===== config.mk =====
export PLATFORM = sky130hd
export DESIGN_NAME = pi_controller_fixed
export DESIGN_NICKNAME = d
export VERILOG_FILES = /design/src/rtl/pi_ctrl_pkg.sv /design/src/rtl/sat_clamp.sv /design/src/rtl/pi_controller_fixed.sv
export SDC_FILE = /design/constraint.sdc
export NUM_CORES = 1
export LEC_CHECK = 0
export BUFFER_PORTS_ARGS = -buffer_cell sky130_fd_sc_hd__buf_4
export CORE_AREA = 2 2 190 267
export DETAILED_ROUTE_END_ITERATION = 16
export DIE_AREA = 0 0 192 269
export SKIP_CTS_REPAIR_TIMING = 1
export SLEW_MARGIN = 30
export SYNTH_ARGS = -nofsm -noshare
export SYNTH_HDL_FRONTEND = slang
export SYNTH_SLANG_ARGS = --single-unit

===== constraint.sdc =====
create_clock -name clk -period 16.4 [get_ports clk]
set_input_delay 4.1 -clock clk [delete_from_list [all_inputs] [get_ports clk]]
set_output_delay 4.1 -clock clk [all_outputs]
set_load 0.05 [all_outputs]

===== src/rtl/pi_ctrl_pkg.sv =====
// Shared types, width helpers and the signed saturation function for the PI controller.
package pi_ctrl_pkg;

  // Widest value any clamp in this block ever has to handle.
  localparam int SAT_W = 128;

  function automatic int acc_w(input int reg_max);
    return 2 * reg_max;
  endfunction

  localparam int ACC_W = acc_w(32);

  typedef enum logic [2:0] {
    IDLE,
    ERR,
    MUL,
    ACC,
    OUT
  } state_e;

  function automatic logic signed [SAT_W-1:0] sat_fn(
    input logic signed [SAT_W-1:0] v,
    input logic signed [SAT_W-1:0] lo,
    input logic signed [SAT_W-1:0] hi
  );
    if (v > hi) return hi;
    if (v < lo) return lo;
    return v;
  endfunction

endpackage


===== src/rtl/sat_clamp.sv =====
// Combinational signed clamp: sign-extends din, limits it to [LO, HI] and narrows to OUT_W.
module sat_clamp
  import pi_ctrl_pkg::*;
#(
  parameter int                      IN_W  = 33,
  parameter int                      OUT_W = 32,
  parameter logic signed [SAT_W-1:0] LO    = -SAT_W'(1),
  parameter logic signed [SAT_W-1:0] HI    = SAT_W'(1)
) (
  input  logic signed [IN_W-1:0]  din,
  output logic signed [OUT_W-1:0] dout
);

  // Bounds always fit in OUT_W, so dropping the upper bits after clamping loses nothing.
  always_comb begin
    dout = OUT_W'(sat_fn(SAT_W'(din), LO, HI));
  end

endmodule


===== src/rtl/pi_controller_fixed.sv =====
// Fixed-point PI controller with clamped integrator (anti-windup) and saturated,
// registered output; one sample is processed over a 5-state pipeline-less FSM.
module pi_controller_fixed
  import pi_ctrl_pkg::*;
#(
  parameter int REG_MAX   = 32,
  parameter int FRAC_BITS = 4,
  parameter int KP        = 32,
  parameter int KI        = 8,
  parameter int INT_LIM   = 100000,
  parameter int OUT_MAX   = 1000000,
  parameter int OUT_MIN   = -1000000
) (
  input  logic                      clk,
  input  logic                      rst,
  input  logic                      enable,
  input  logic                      sample_en,
  input  logic signed [REG_MAX-1:0] setpoint,
  input  logic signed [REG_MAX-1:0] feedback,
  output logic signed [REG_MAX-1:0] control_out,
  output logic                      out_valid,
  output logic                      busy,
  output logic                      overrun
);

  localparam int PROD_W = acc_w(REG_MAX);

  localparam logic signed [SAT_W-1:0] ERR_HI = (SAT_W'(1) <<< (REG_MAX - 1)) - 1;
  localparam logic signed [SAT_W-1:0] ERR_LO = -ERR_HI - 1;
  localparam logic signed [SAT_W-1:0] INT_HI = SAT_W'(INT_LIM);
  localparam logic signed [SAT_W-1:0] INT_LO = SAT_W'(-INT_LIM);
  localparam logic signed [SAT_W-1:0] OUT_HI = SAT_W'(OUT_MAX);
  localparam logic signed [SAT_W-1:0] OUT_LO = SAT_W'(OUT_MIN);

  state_e                    state_q, state_d;
  logic signed [REG_MAX-1:0] sp_q, sp_d, fb_q, fb_d;
  logic signed [REG_MAX-1:0] err_q, err_d;
  logic signed [PROD_W-1:0]  p_q, p_d, iinc_q, iinc_d;
  logic signed [REG_MAX-1:0] integ_q, integ_d;
  logic signed [PROD_W:0]    sum_q, sum_d;
  logic signed [REG_MAX-1:0] ctrl_q, ctrl_d;
  logic                      valid_q, valid_d;
  logic                      ovr_q, ovr_d;

  logic signed [REG_MAX:0]   err_raw;
  logic signed [REG_MAX-1:0] err_sat;
  logic signed [PROD_W:0]    integ_raw;
  logic signed [REG_MAX-1:0] integ_sat;
  logic signed [REG_MAX-1:0] ctrl_sat;

  // One extra bit so setpoint - feedback can never wrap before it is clamped.
  assign err_raw   = (REG_MAX+1)'(sp_q) - (REG_MAX+1)'(fb_q);
  assign integ_raw = (PROD_W+1)'(integ_q) + (PROD_W+1)'(iinc_q);

  sat_clamp #(.IN_W(REG_MAX+1), .OUT_W(REG_MAX), .LO(ERR_LO), .HI(ERR_HI))
    u_err_clamp (.din(err_raw), .dout(err_sat));

  sat_clamp #(.IN_W(PROD_W+1), .OUT_W(REG_MAX), .LO(INT_LO), .HI(INT_HI))
    u_int_clamp (.din(integ_raw), .dout(integ_sat));

  sat_clamp #(.IN_W(PROD_W+1), .OUT_W(REG_MAX), .LO(OUT_LO), .HI(OUT_HI))
    u_out_clamp (.din(sum_q), .dout(ctrl_sat));

  // NOTE: every variable gets its hold value first, so no branch can leave one unassigned and infer a latch.
  always_comb begin
    state_d = state_q;
    sp_d    = sp_q;
    fb_d    = fb_q;
    err_d   = err_q;
    p_d     = p_q;
    iinc_d  = iinc_q;
    integ_d = integ_q;
    sum_d   = sum_q;
    ctrl_d  = ctrl_q;
    valid_d = 1'b0;
    ovr_d   = ovr_q | (sample_en & (state_q != IDLE));

    if (!enable) begin
      state_d = IDLE;
      integ_d = '0;
      ctrl_d  = '0;
    end else begin
      case (state_q)
        IDLE: begin
          if (sample_en) begin
            sp_d    = setpoint;
            fb_d    = feedback;
            state_d = ERR;
          end
        end
        ERR: begin
          err_d   = err_sat;
          state_d = MUL;
        end
        MUL: begin
          // Signed operands make >>> arithmetic, i.e. rounding toward -inf.
          p_d     = (PROD_W'(err_q) * PROD_W'(KP)) >>> FRAC_BITS;
          iinc_d  = (PROD_W'(err_q) * PROD_W'(KI)) >>> FRAC_BITS;
          state_d = ACC;
        end
        ACC: begin
          integ_d = integ_sat;
          sum_d   = (PROD_W+1)'(p_q) + (PROD_W+1)'(integ_sat);
          state_d = OUT;
        end
        OUT: begin
          ctrl_d  = ctrl_sat;
          valid_d = 1'b1;
          state_d = IDLE;
        end
        default: state_d = IDLE;
      endcase
    end
  end

  // NOTE: state updates use <= so every flop samples pre-edge values regardless of statement order.
  always_ff @(posedge clk or negedge rst) begin
    if (!rst) begin
      // NOTE: every flop is reset here, so an in-flight sample is fully discarded.
      state_q <= IDLE;
      sp_q    <= '0;
      fb_q    <= '0;
      err_q   <= '0;
      p_q     <= '0;
      iinc_q  <= '0;
      integ_q <= '0;
      sum_q   <= '0;
      ctrl_q  <= '0;
      valid_q <= 1'b0;
      ovr_q   <= 1'b0;
    end else begin
      state_q <= state_d;
      sp_q    <= sp_d;
      fb_q    <= fb_d;
      err_q   <= err_d;
      p_q     <= p_d;
      iinc_q  <= iinc_d;
      integ_q <= integ_d;
      sum_q   <= sum_d;
      ctrl_q  <= ctrl_d;
      valid_q <= valid_d;
      ovr_q   <= ovr_d;
    end
  end

  assign control_out = ctrl_q;
  assign out_valid   = valid_q;
  assign busy        = (state_q != IDLE);
  assign overrun     = ovr_q;

endmodule


==> impl_metrics.json <==
{
  "status": "finished clean",
  "critical_path.top_delay_family": "compound AO/OA/AOI/OAI gates",
  "setup_viol": 0,
  "crit_fanout": 11,
  "power.leakage_uw": 0.007858,
  "synthTopCellsByArea": "dfrtp_1, ha_1, o21ai_0",
  "antenna_found_initial": 0,
  "core.rowCount": 97,
  "grt_max_degree": 97,
  "cts.htree.levels": 1,
  "finalNonFillerCells": 2345,
  "syn_nets": 1774,
  "ys_warn_count": 0,
  "netlist_top_cells_count": "dfrtp_1, nand2_1, o21ai_0",
  "synth_top_cell_by_area": "dfrtp_1",
  "fin_nets": 1848,
  "seqPwrFrac_pct": 26.0,
  "clk_latency_ns": 0.58,
  "hold_class": "flop to flop",
  "cpMostUsedCell": "o21ai_0",
  "fin_crit_sh_pct": 47.51,
  "ys.flop_type": "dfrtp_1",
  "end_kind": "flop",
  "synth_cells": 1610,
  "syn-cell-area_um2": 14640,
  "cp.arrival_ns": 8.22,
  "grtUsageTotal_pct": 15.77,
  "wirelength_um": 40400,
  "clockBufferDepth": 3,
  "fin_skew_ns": 0.04102,
  "drive_above_1_share_pct": 14.92,
  "slew_headroom_pct": 39.12,
  "fin_crit_ns": 7.792,
  "seq_area_frac_synth_pct": 39.47,
  "worst_pin_slew_ns": 0.9098,
  "cts_tree": "yes",
  "worst_ir_drop_vdd_v": 0.00009994,
  "path_class": "flop to flop",
  "io_buffers": 102,
  "finalHoldViolCount": 0,
  "cts-root-buf": "clkbuf_16",
  "core_area_um2": 49520,
  "vias": 12080,
  "switchingPower_uw": 1507,
  "start_util_pct": 29.57,
  "die-area_um2": 51650,
  "fmax_ghz": 0.1283,
  "dieWidth_um": 192,
  "drc": 0,
  "first_pass_iters": 5,
  "hpwl_um": 31140,
  "synthArstFlopShare_pct": 100.0,
  "cp-start-kind": "flop",
  "critPathBufInv": 2,
  "wl_per_cell_um": 17.23,
  "rsz0062_at_grt": "no",
  "die_y_um": 269,
  "maxSlewViolCount": 0,
  "ant_nets": 0,
  "grt_pass1_vias": 12480,
  "critPathRequiredTime_ns": 16.83,
  "grt_pass1_wl_um": 65390,
  "ios": 103,
  "synth_edf_count": 0,
  "placedCellCount": 2299,
  "p_sw_share_pct": 45.16,
  "synth.distinct_cells": 83,
  "routed_via_density": 5.152,
  "cts.sinks": 231,
  "globalplace.congestion": 0.9693,
  "areaGrowthSynthToFinish_pct": 15.98,
  "synth.avg_cell_area_um2": 9.096,
  "ys_ff_latch": 231,
  "slowest_delay_ns": 0.53,
  "totalPowerFinal_uw": 3338,
  "synth_top_cell_area_share_pct": 39.47,
  "dr.first_iter.drc_count": 591,
  "hold_ws_ns": 0.4730,
  "grt.overflow.total": 0,
  "antenna_cells": 0,
  "clockPowerShare_pct": 18.1,
  "powerDensity_nw_per_um2": 196.5,
  "maxCapViolations": 0,
  "tns_ns": 0,
  "yosysMostFrequentCell": "dfrtp_1",
  "path_clk_slew_ns": 0.06,
  "p_int_uw": 1831,
  "cts_buffers": 26,
  "cp_slowest_cell": "or4_4",
  "pwr-share-comb_pct": 55.9
}
layout make-up:
| type | instances | area [µm²] |
|---|---|---|
| Sequential cell | 231 | 5781 |
| Timing Repair Buffer | 119 | 908.4 |
| Inverter | 78 | 292.8 |
| Tap cell | 643 | 804.5 |
| Clock buffer | 32 | 703.2 |
| Clock inverter | 14 | 180.2 |
| Multi-Input combinational cell | 1228 | 8314 |
| Fill cell | 5129 | 32530 |
worst paths after layout:
check,startpoint,endpoint,slack (ns),cells past startpoint
min in group asynchronous,rst,iinc_q[30],3.54,1
worst max-delay path,iinc_q[6],sum_q[31],8.61,30
worst min-delay path,err_q[15],err_q[15],0.47,2
max in group asynchronous,rst,fb_q[12],10.94,3
worst min register to register,err_q[15],err_q[15],0.47,2
worst max register to register,iinc_q[6],sum_q[31],8.61,30
worst reg2reg max path: cells and delay by family, from the launching register on:
family                   cells  cell delay, ns
AND/OR/NAND/NOR             11            2.91
buffers and inverters        2            0.28
adder cells (fa/ha/maj)      3            1.01
AO/OA/AOI/OAI               14            3.04
flip-flops                   1            0.40
placed cells by master (no fill, tap or decap), types with 28 or more instances in the layout:
master / Yosys / layout
nand2_1: 193 / 193
a21oi_1: 97 / 97
nor2_1: 99 / 98
buf_4: 0 / 116
nand3_1: 30 / 29
nor3_1: 28 / 28
a21o_1: 68 / 68
o21ai_0: 145 / 145
dfrtp_1: 231 / 231
mux2_2: 62 / 62
inv_1: 78 / 78
ha_1: 93 / 93
xnor2_1: 41 / 41
per-layer routing:
layer | GRT usage (%) | wire length [µm] | up-vias
li1 | - | - | 6037
met4 | 7.015 | 1680 | 0
met2 | 28.07 | 20070 | 241
met5 | 0 | 0 | -
met1 | 19.06 | 17320 | 5720
met3 | 1.783 | 1329 | 84
power by group through the flow:
stage	Clock [µW]	Sequential, µW	Combinational [µW]
6_report	605	868	1870
4_1_cts	626	871	1860
2_1_floorplan	0	819	1430
3_3_place_gp	0	874	1840
3_5_place_dp	0	880	1850
5_1_grt	650	892	2090
metrics by stage:
| stage | cell area [µm²] | utilization (%) | worst slack (ns) |
|---|---|---|---|
| floorplan | 14640 | - | 9.864 |
| global placement | 16090 | 32.49 | 8.827 |
| detailed placement | 16100 | 32.51 | 8.647 |
| CTS | 16980 | 34.29 | 8.586 |
| global route | 16980 | 34.30 | 8.082 |
| finish | 16980 | 34.30 | 8.608 |
logic make-up after synthesis:
| group | after synthesis | synth area share (%) |
|---|---|---|
| xor+xnor | 64 | 3.879 |
| compound gates | 519 | 23.47 |
| mux | 64 | 4.904 |
| simple gates | 482 | 15.74 |
| flops | 231 | 39.47 |
| buf+inv | 151 | 3.973 |
| fa+ha+maj | 99 | 8.561 |
registers in the layout (all words and copies together) (netlist names):
| register | cells |
|---|---|
| out_valid | 1 |
| state_q | 3 |
| iinc_q | 31 |
| control_out | 32 |
| p_q | 1 |
| sp_q | 32 |
| sum_q | 34 |
| fb_q | 32 |
| integ_q | 32 |
| err_q | 32 |
| overrun | 1 |
(Power assumes the default switching activity.)
